File: src/rtl/serial_adder_pkg.sv
// Shared types and sizing helpers for the bit-serial adder.
package serial_adder_pkg;

    typedef enum logic [1:0] {
        IDLE = 2'd0,
        RUN  = 2'd1,
        DONE = 2'd2
    } sa_state_t;

    // Bit counter only needs to hold WIDTH-1, but never drops below one bit.
    function automatic int cnt_width(input int width);
        int w;
        w = $clog2(width);
        return (w < 1) ? 1 : w;
    endfunction

endpackage

File: src/rtl/serial_adder_if.sv
// Request/result bundle between a requester and the bit-serial adder.
interface serial_adder_if #(
    parameter int WIDTH = 8
) ();
    logic             start;
    logic [WIDTH-1:0] a;
    logic [WIDTH-1:0] b;
    logic             cin;
    logic             busy;
    logic             done;
    logic [WIDTH-1:0] sum;
    logic             cout;

    modport master (output start, a, b, cin, input busy, done, sum, cout);
    modport slave  (input start, a, b, cin, output busy, done, sum, cout);
endinterface

File: src/rtl/serial_adder_bitcell.sv
// One-bit full adder cell; kept standalone so it can be checked exhaustively.
module serial_adder_bitcell (
    input  logic a,
    input  logic b,
    input  logic cin,
    output logic sout,
    output logic cout
);
    assign sout = a ^ b ^ cin;
    assign cout = (a & b) | (a & cin) | (b & cin);
endmodule

File: src/rtl/serial_adder.sv
// Bit-serial ripple adder: one result bit per clock through a single full-adder cell.
module serial_adder
    import serial_adder_pkg::*;
#(
    parameter int WIDTH = 8
) (
    input  logic           clk,
    input  logic           rst,
    serial_adder_if.slave  bus
);
    localparam int CW = cnt_width(WIDTH);

    sa_state_t        state_q, state_d;
    logic [WIDTH-1:0] a_sh_q, a_sh_d;
    logic [WIDTH-1:0] b_sh_q, b_sh_d;
    logic [WIDTH-1:0] sum_q, sum_d;
    logic             carry_q, carry_d;
    logic             cout_q, cout_d;
    logic [CW-1:0]    cnt_q, cnt_d;
    logic             cell_sum;
    logic             cell_cout;

    serial_adder_bitcell u_cell (
        .a    (a_sh_q[0]),
        .b    (b_sh_q[0]),
        .cin  (carry_q),
        .sout (cell_sum),
        .cout (cell_cout)
    );

    always_ff @(posedge clk or posedge rst) begin
        if (rst) begin
            state_q <= IDLE;
            a_sh_q  <= '0;
            b_sh_q  <= '0;
            sum_q   <= '0;
            carry_q <= 1'b0;
            cout_q  <= 1'b0;
            cnt_q   <= '0;
        end else begin
            state_q <= state_d;
            a_sh_q  <= a_sh_d;
            b_sh_q  <= b_sh_d;
            sum_q   <= sum_d;
            carry_q <= carry_d;
            cout_q  <= cout_d;
            cnt_q   <= cnt_d;
        end
    end

    always_comb begin
        state_d = state_q;
        a_sh_d  = a_sh_q;
        b_sh_d  = b_sh_q;
        sum_d   = sum_q;
        carry_d = carry_q;
        cout_d  = cout_q;
        cnt_d   = cnt_q;
        case (state_q)
            IDLE, DONE: begin
                if (bus.start) begin
                    state_d = RUN;
                    a_sh_d  = bus.a;
                    b_sh_d  = bus.b;
                    carry_d = bus.cin;
                    sum_d   = '0;
                    cout_d  = 1'b0;
                    cnt_d   = CW'(WIDTH - 1);
                end else begin
                    state_d = IDLE;
                end
            end
            RUN: begin
                // Sum fills from the top so bit 0 ends up holding the LSB result.
                sum_d   = (sum_q >> 1) | (WIDTH'(cell_sum) << (WIDTH - 1));
                carry_d = cell_cout;
                a_sh_d  = a_sh_q >> 1;
                b_sh_d  = b_sh_q >> 1;
                cnt_d   = cnt_q - CW'(1);
                if (cnt_q == '0) begin
                    state_d = DONE;
                    cout_d  = cell_cout;
                end
            end
            default: state_d = IDLE;
        endcase
    end

    assign bus.busy = (state_q == RUN);
    assign bus.done = (state_q == DONE);
    assign bus.sum  = sum_q;
    assign bus.cout = cout_q;

endmodule

File: src/flat_wrapper.sv
// flat-port wrapper written by rule: the top's interface ports become plain ports
module serial_adder_flat import serial_adder_pkg::*;
#(
    parameter int WIDTH = 8
)
  (clk, rst, bus_start, bus_a, bus_b, bus_cin, bus_busy, bus_done, bus_sum, bus_cout);
  serial_adder_if #(.WIDTH(WIDTH)) bus_i ();
  input  logic clk;
  input  logic rst;
  input wire logic [$bits(bus_i.start)-1:0] bus_start;
  input wire logic [$bits(bus_i.a)-1:0] bus_a;
  input wire logic [$bits(bus_i.b)-1:0] bus_b;
  input wire logic [$bits(bus_i.cin)-1:0] bus_cin;
  output wire logic [$bits(bus_i.busy)-1:0] bus_busy;
  output wire logic [$bits(bus_i.done)-1:0] bus_done;
  output wire logic [$bits(bus_i.sum)-1:0] bus_sum;
  output wire logic [$bits(bus_i.cout)-1:0] bus_cout;
  assign bus_i.start = bus_start;
  assign bus_i.a = bus_a;
  assign bus_i.b = bus_b;
  assign bus_i.cin = bus_cin;
  assign bus_busy = bus_i.busy;
  assign bus_done = bus_i.done;
  assign bus_sum = bus_i.sum;
  assign bus_cout = bus_i.cout;
  serial_adder #(.WIDTH(WIDTH)) u_core (.clk(clk), .rst(rst), .bus(bus_i));
endmodule
File: config.mk
export PLATFORM = sky130hd
export DESIGN_NAME = serial_adder_flat
export DESIGN_NICKNAME = d
export VERILOG_FILES = /design/src/rtl/serial_adder_pkg.sv /design/src/rtl/serial_adder_if.sv /design/src/rtl/serial_adder_bitcell.sv /design/src/rtl/serial_adder.sv /design/src/flat_wrapper.sv
export SDC_FILE = /design/constraint.sdc
export NUM_CORES = 1
export LEC_CHECK = 0
export ABC_AREA = 1
export CORE_MARGIN = 1
export CORE_UTILIZATION = 50
export CTS_CLUSTER_SIZE = 24
export DETAILED_ROUTE_END_ITERATION = 12
export GPL_TIMING_DRIVEN = 0
export PLACE_DENSITY = 0.74
export SKIP_LAST_GASP = 1
export SLEW_MARGIN = 20
export SYNTH_ARGS = -nofsm -noshare
export SYNTH_HDL_FRONTEND = slang
export SYNTH_SLANG_ARGS = --single-unit
export TNS_END_PERCENT = 20
File: constraint.sdc
create_clock -name clk -period 3 [get_ports clk]
set_clock_uncertainty 0.05 [all_clocks]
set_input_delay 0.6 -clock clk [delete_from_list [all_inputs] [get_ports clk]]
set_output_delay 0.6 -clock clk [all_outputs]
set_load 0.05 [all_outputs]
-- After elaboration in Yosys (flattened, before gate mapping)
Cells that the tools add are included.
- equality and inequality tests: 4
- multiplexer cells: 16
- add/subtract/negate cells: 1
- bitwise logic cells: 8
- reductions and logical operators: 6
- operator list (operator ; count):
    case mux 8 bit (2 select lines) ; 3
    2-to-1 mux 8 bit ; 3
    OR 7 x 8 -> 8 bit ; 1
    case mux 3 bit (2 select lines) ; 1
    2-to-1 mux 1 bit ; 4
    case mux 1 bit (2 select lines) ; 2
    case mux 2 bit (2 select lines) ; 1
    AND 1 bit ; 3
    zero test 3 bit ; 1
    2-to-1 mux 3 bit ; 1
    AND reduction 3 bit ; 1
    subtractor 3 x 1 -> 3 bit, second input constant ; 1
    == test 2 x 1 -> 1 bit, second input constant ; 1
    == test 2 bit, second input constant ; 1
    zero test 2 bit ; 1
    2-to-1 mux 2 bit ; 1
    != test 2 x 1 -> 1 bit, second input constant ; 1
    != test 2 bit, second input constant ; 1
    OR 1 bit ; 2
    AND reduction 2 bit ; 1
    nonzero test 2 bit ; 1
    OR reduction 2 bit ; 1
    XOR 1 bit ; 2
- output and inout port bits: 11
- input bits: 20
- logic and storage cells: 42
- register bits after elaboration: 31

-- Logic depth before layout (Yosys ltp)
- depth in word-level cells: 5
- gate-level depth with buffers: 8
- depth with buffers taken out: 7

-- By module
A second synthesis with hierarchy kept.
- cells, all modules: 204
- area, all modules: 1616.6 um2
- modules (own cells, without submodules) (module ; cells each ; seq. area each (um2) ; area an instance (um2) ; instances):
    serial_adder ; 203 ; 775.7 ; 1596.5 ; 1
    serial_adder_bitcell ; 1 ; 0.0 ; 20.0 ; 1

-- Worst setup path after synthesis
OpenSTA, ideal clock, no wires.
- kind: flip-flop to output port
- start point: register u_core.state_q[0]
- end point: output bus_done
- data required time: 2.350 ns
- buffers on the path: 2
- stages on the path, launching flop included: 4
- slack: 1.028 ns
- arrival time: 1.322 ns
- cell sequence: dfrtp_1 > buf_6 > buf_2 > nor2_1
- longest elaborated chain between the ends: 1
- RTL lines (what ; RTL line ; source):
    start: declaration ; serial_adder.sv:13 ; sa_state_t state_q, state_d;
    start signal: assignment ; serial_adder.sv:41 ; state_q <= state_d;
    == test 2 bit ; serial_adder.sv:90 ; assign bus.done = (state_q == DONE);
    end: declaration ; flat_wrapper.sv:15 ; output wire logic [$bits(bus_i.done)-1:0] bus_done;
Every way passes these cells.

-- Worst setup path in the final report
Ends and elaborated chain as after synthesis.

==> metrics <==
initial cell density of the core 0.523; standard cell core area 3030 um2; outcome complete, no violations; Syn Area/Cell 7.73 um2; share of flip-flops with an asynchronous set or reset 1.00; netlist area before placement 1580 um2; number of levels in the clock H-tree 2; Power per Cell Area 1150 nW/um2; Highest Clock Rate ~380 MHz; filler instances 272; post-synthesis net count 228; count of port buffers added during placement 30; vias in the first global route approximately 1200; final HPWL from detailed placement 2130 um; worst slack at placement 728 ps; max incr delay on CP ~800 ps; number of enable-type register cells in the synthesized netlist 0; Crit. End Element output port; final design utilization 0.669; Die W about 58 um; maximum number of pins on one net before global-route repair 32; IO Count 31; most instantiated library cell after synthesis sky130_fd_sc_hd__nand2_1; Period minus WS final roughly 2600 ps; routed vias/inst 4.59; growth of design area from synthesis to finish 27.9%; top cell types by occurrence after synthesis sky130_fd_sc_hd__nand2_1 (79), sky130_fd_sc_hd__inv_1 (37), sky130_fd_sc_hd__dfrtp_1 (31), sky130_fd_sc_hd__nand3_1 (31); launching element type of the critical path flop; Die ar. 3400 um2; remaining global-route overflow 0; total of cells resized after clock tree synthesis 0; hold-critical path depth 2; Buffers & Inverters on Critical Path 3; post-route setup slack between 300 and 400 ps; per-cell routed wire length between 10 and 15 um; synthesized instance count a little over 200; Clock Tree Root sky130_fd_sc_hd__clkbuf_4; Fin Setup TNS 0 ps; kind of path behind the tightest hold check reg2reg; cts bufs inserted 5; initial antenna violation count 0; layout cell share with drive strength beyond 1 0.107; start-to-end type of the worst setup path reg2out; unrepaired setup endpoints after global routing no; kind of cell with the highest combined delay on the critical path buffers and inverters; proportion of synthesized chip area in sequential cells 0.490; largest cells by area after synthesis sky130_fd_sc_hd__dfrtp_1 (49%), sky130_fd_sc_hd__nand2_1 (19%), sky130_fd_sc_hd__nand3_1 (9.8%); final count of pins violating max slew 0; post-detailed-route count of antenna-violating nets 0; Critical Path, Cell by Cell buf_6, buf_2, nor2_1, clkdlybuf4s50_1; clock slew seen by the registers of the worst setup and hold paths approximately 100 ps; R2R Path Start u_core.a_sh_q[0]$_DFFE_PP0P_; post-route cell area between 2000 and 2500 um2; number of warning messages in the yosys log 0; count of unresolved DRC violations after routing 0; cell area after placement 1940 um2; die span in y 58.3 um; total wirelength of the detailed-routed design around 3100 um; Cell variety after synth 17; Vias between 1000 and 1500; required time of the worst setup path 2350 ps; slowest stage cell on the critical path sky130_fd_sc_hd__clkdlybuf4s50_1; Finish-stage setup viols 0; Worst slew margin 0.580; Final Wtd Congestion 0.742; first-pass detailed-route iteration total 4; clock sinks 31; cell leakage power 1.13 nW; Maximum Capacitance Violations 0; Skew-Pair Late Insertion Delay 330 ps; peak supply drop 0.548 mV; Synth Register Bits 31; overall global routing resource usage 0.204; Final Cycle Share 0.878; number of setup buffers added after CTS 0; global-route wire length before repair 5140 um; endpoint of the worst register-to-register path u_core.bus.sum[7]$_DFFE_PP0P_; most used flip-flop cell after synthesis sky130_fd_sc_hd__dfrtp_1; cell accounting for the most synthesized area sky130_fd_sc_hd__dfrtp_1; worst-path fanout max 10; number of hold buffers added after cts 0; clock tree from TritonCTS built; fraction of synthesized cell area taken by the top area cell type 0.490; worst r2r path cells 4; Initial DRC Count 72; Fin. Hold Viols 0; slew of the pin with the lowest slew margin around 630 ps; reg-to-reg setup timing slack 1650 ps; Layout Nets 265; row count 20; hold path startpoint u_core.bus.sum[0]$_DFFE_PP0P_; clock tree buffer depth 2; terminating pin of the worst hold path u_core.bus.sum[0]$_DFFE_PP0P_; data arrival time of the critical path 1980 ps; Antenna diodes 0
-- per-layer routing --
metal / vias up / routed length (um) / track usage
li1: 687 / - / -
met1: 596 / 1480 / 0.268
met2: 28 / 1420 / 0.315
met3: 5 / 120 / 0.0714
met4: 0 / 37 / 0.0680
met5: - / 0 / 0
-- per-stage QoR --
step / cells / hold WS (ps) / power (mW)
2_1_floorplan: 205 / 399 / 1.67
3_3_place_gp: 279 / 406 / 1.96
3_5_place_dp: 279 / 415 / 2.00
4_1_cts: 287 / 439 / 2.35
5_1_grt: 287 / 453 / 2.52
6_report: 287 / 434 / 2.33
-- worst max-delay path by stage --
stage | from | end | slack, ps | cells after the start
floorplan | u_core.state_q[0]$_DFFE_PP0P_ | bus_done | 1030 | 3
global placement | u_core.state_q[0]$_DFFE_PP0P_ | bus_done | 740 | 4
detailed placement | u_core.state_q[0]$_DFFE_PP0P_ | bus_done | 730 | 4
CTS | u_core.state_q[0]$_DFFE_PP0P_ | bus_done | 350 | 4
global route | u_core.state_q[1]$_DFFE_PP0P_ | bus_done | 270 | 4
finish | u_core.state_q[0]$_DFFE_PP0P_ | bus_done | 370 | 4
-- sequential cells by signal, summed over array words and instances, names as in the netlist --
signal,count
u_core.bus.sum,8
u_core.a_sh_q,8
u_core.state_q,2
u_core.b_sh_q,8
u_core.cnt_q,3
u_core.bus.cout,1
u_core.carry_q,1
-- cell families (layout without fill, tap and decap cells) --
logic type      Yosys count  after routing  share of synthesized area
buf+inv                  49             87                      0.141
simple gates            117            117                      0.322
fa+ha+maj                 3              3                     0.0284
flops                    31             31                      0.490
compound gates            5              5                     0.0190
-- area by class of cell --
class | count | area [um2] | area share
Buffer | 8 | 63.8 | 0.0315
Clock inverter | 2 | 35.0 | 0.0173
Sequential cell | 31 | 776 | 0.383
Tap cell | 44 | 55.1 | 0.0272
Timing Repair Buffer | 30 | 300 | 0.148
Multi-Input combinational cell | 125 | 586 | 0.289
Clock buffer | 6 | 51.3 | 0.0253
Inverter | 41 | 159 | 0.0784
-- worst reg2reg max path, stage by stage, from the launching register on --
cell and delay, ps:
sky130_fd_sc_hd__dfrtp_1 360, sky130_fd_sc_hd__inv_1 60, sky130_fd_sc_hd__fa_1 460, sky130_fd_sc_hd__or2_2 290, sky130_fd_sc_hd__nand2_1 70
-- power breakdown --
| group | internal (mW) | total, mW | switching, mW |
|---|---|---|---|
| combinational | 0.473 | 1.27 | 0.800 |
| clock | 0.197 | 0.337 | 0.140 |
| sequential | 0.617 | 0.723 | 0.106 |
-- placed cells by master (no fill, tap or decap), drive strengths merged, types with 3 or more instances in the layout --
master	count
buf	8
clkbuf	6
clkdlybuf4s50	30
dfrtp	31
inv	41
nand2	82
nand3	31
nor2	3
o21ai	3
No activity file was read; power rests on OpenSTA's default activity.
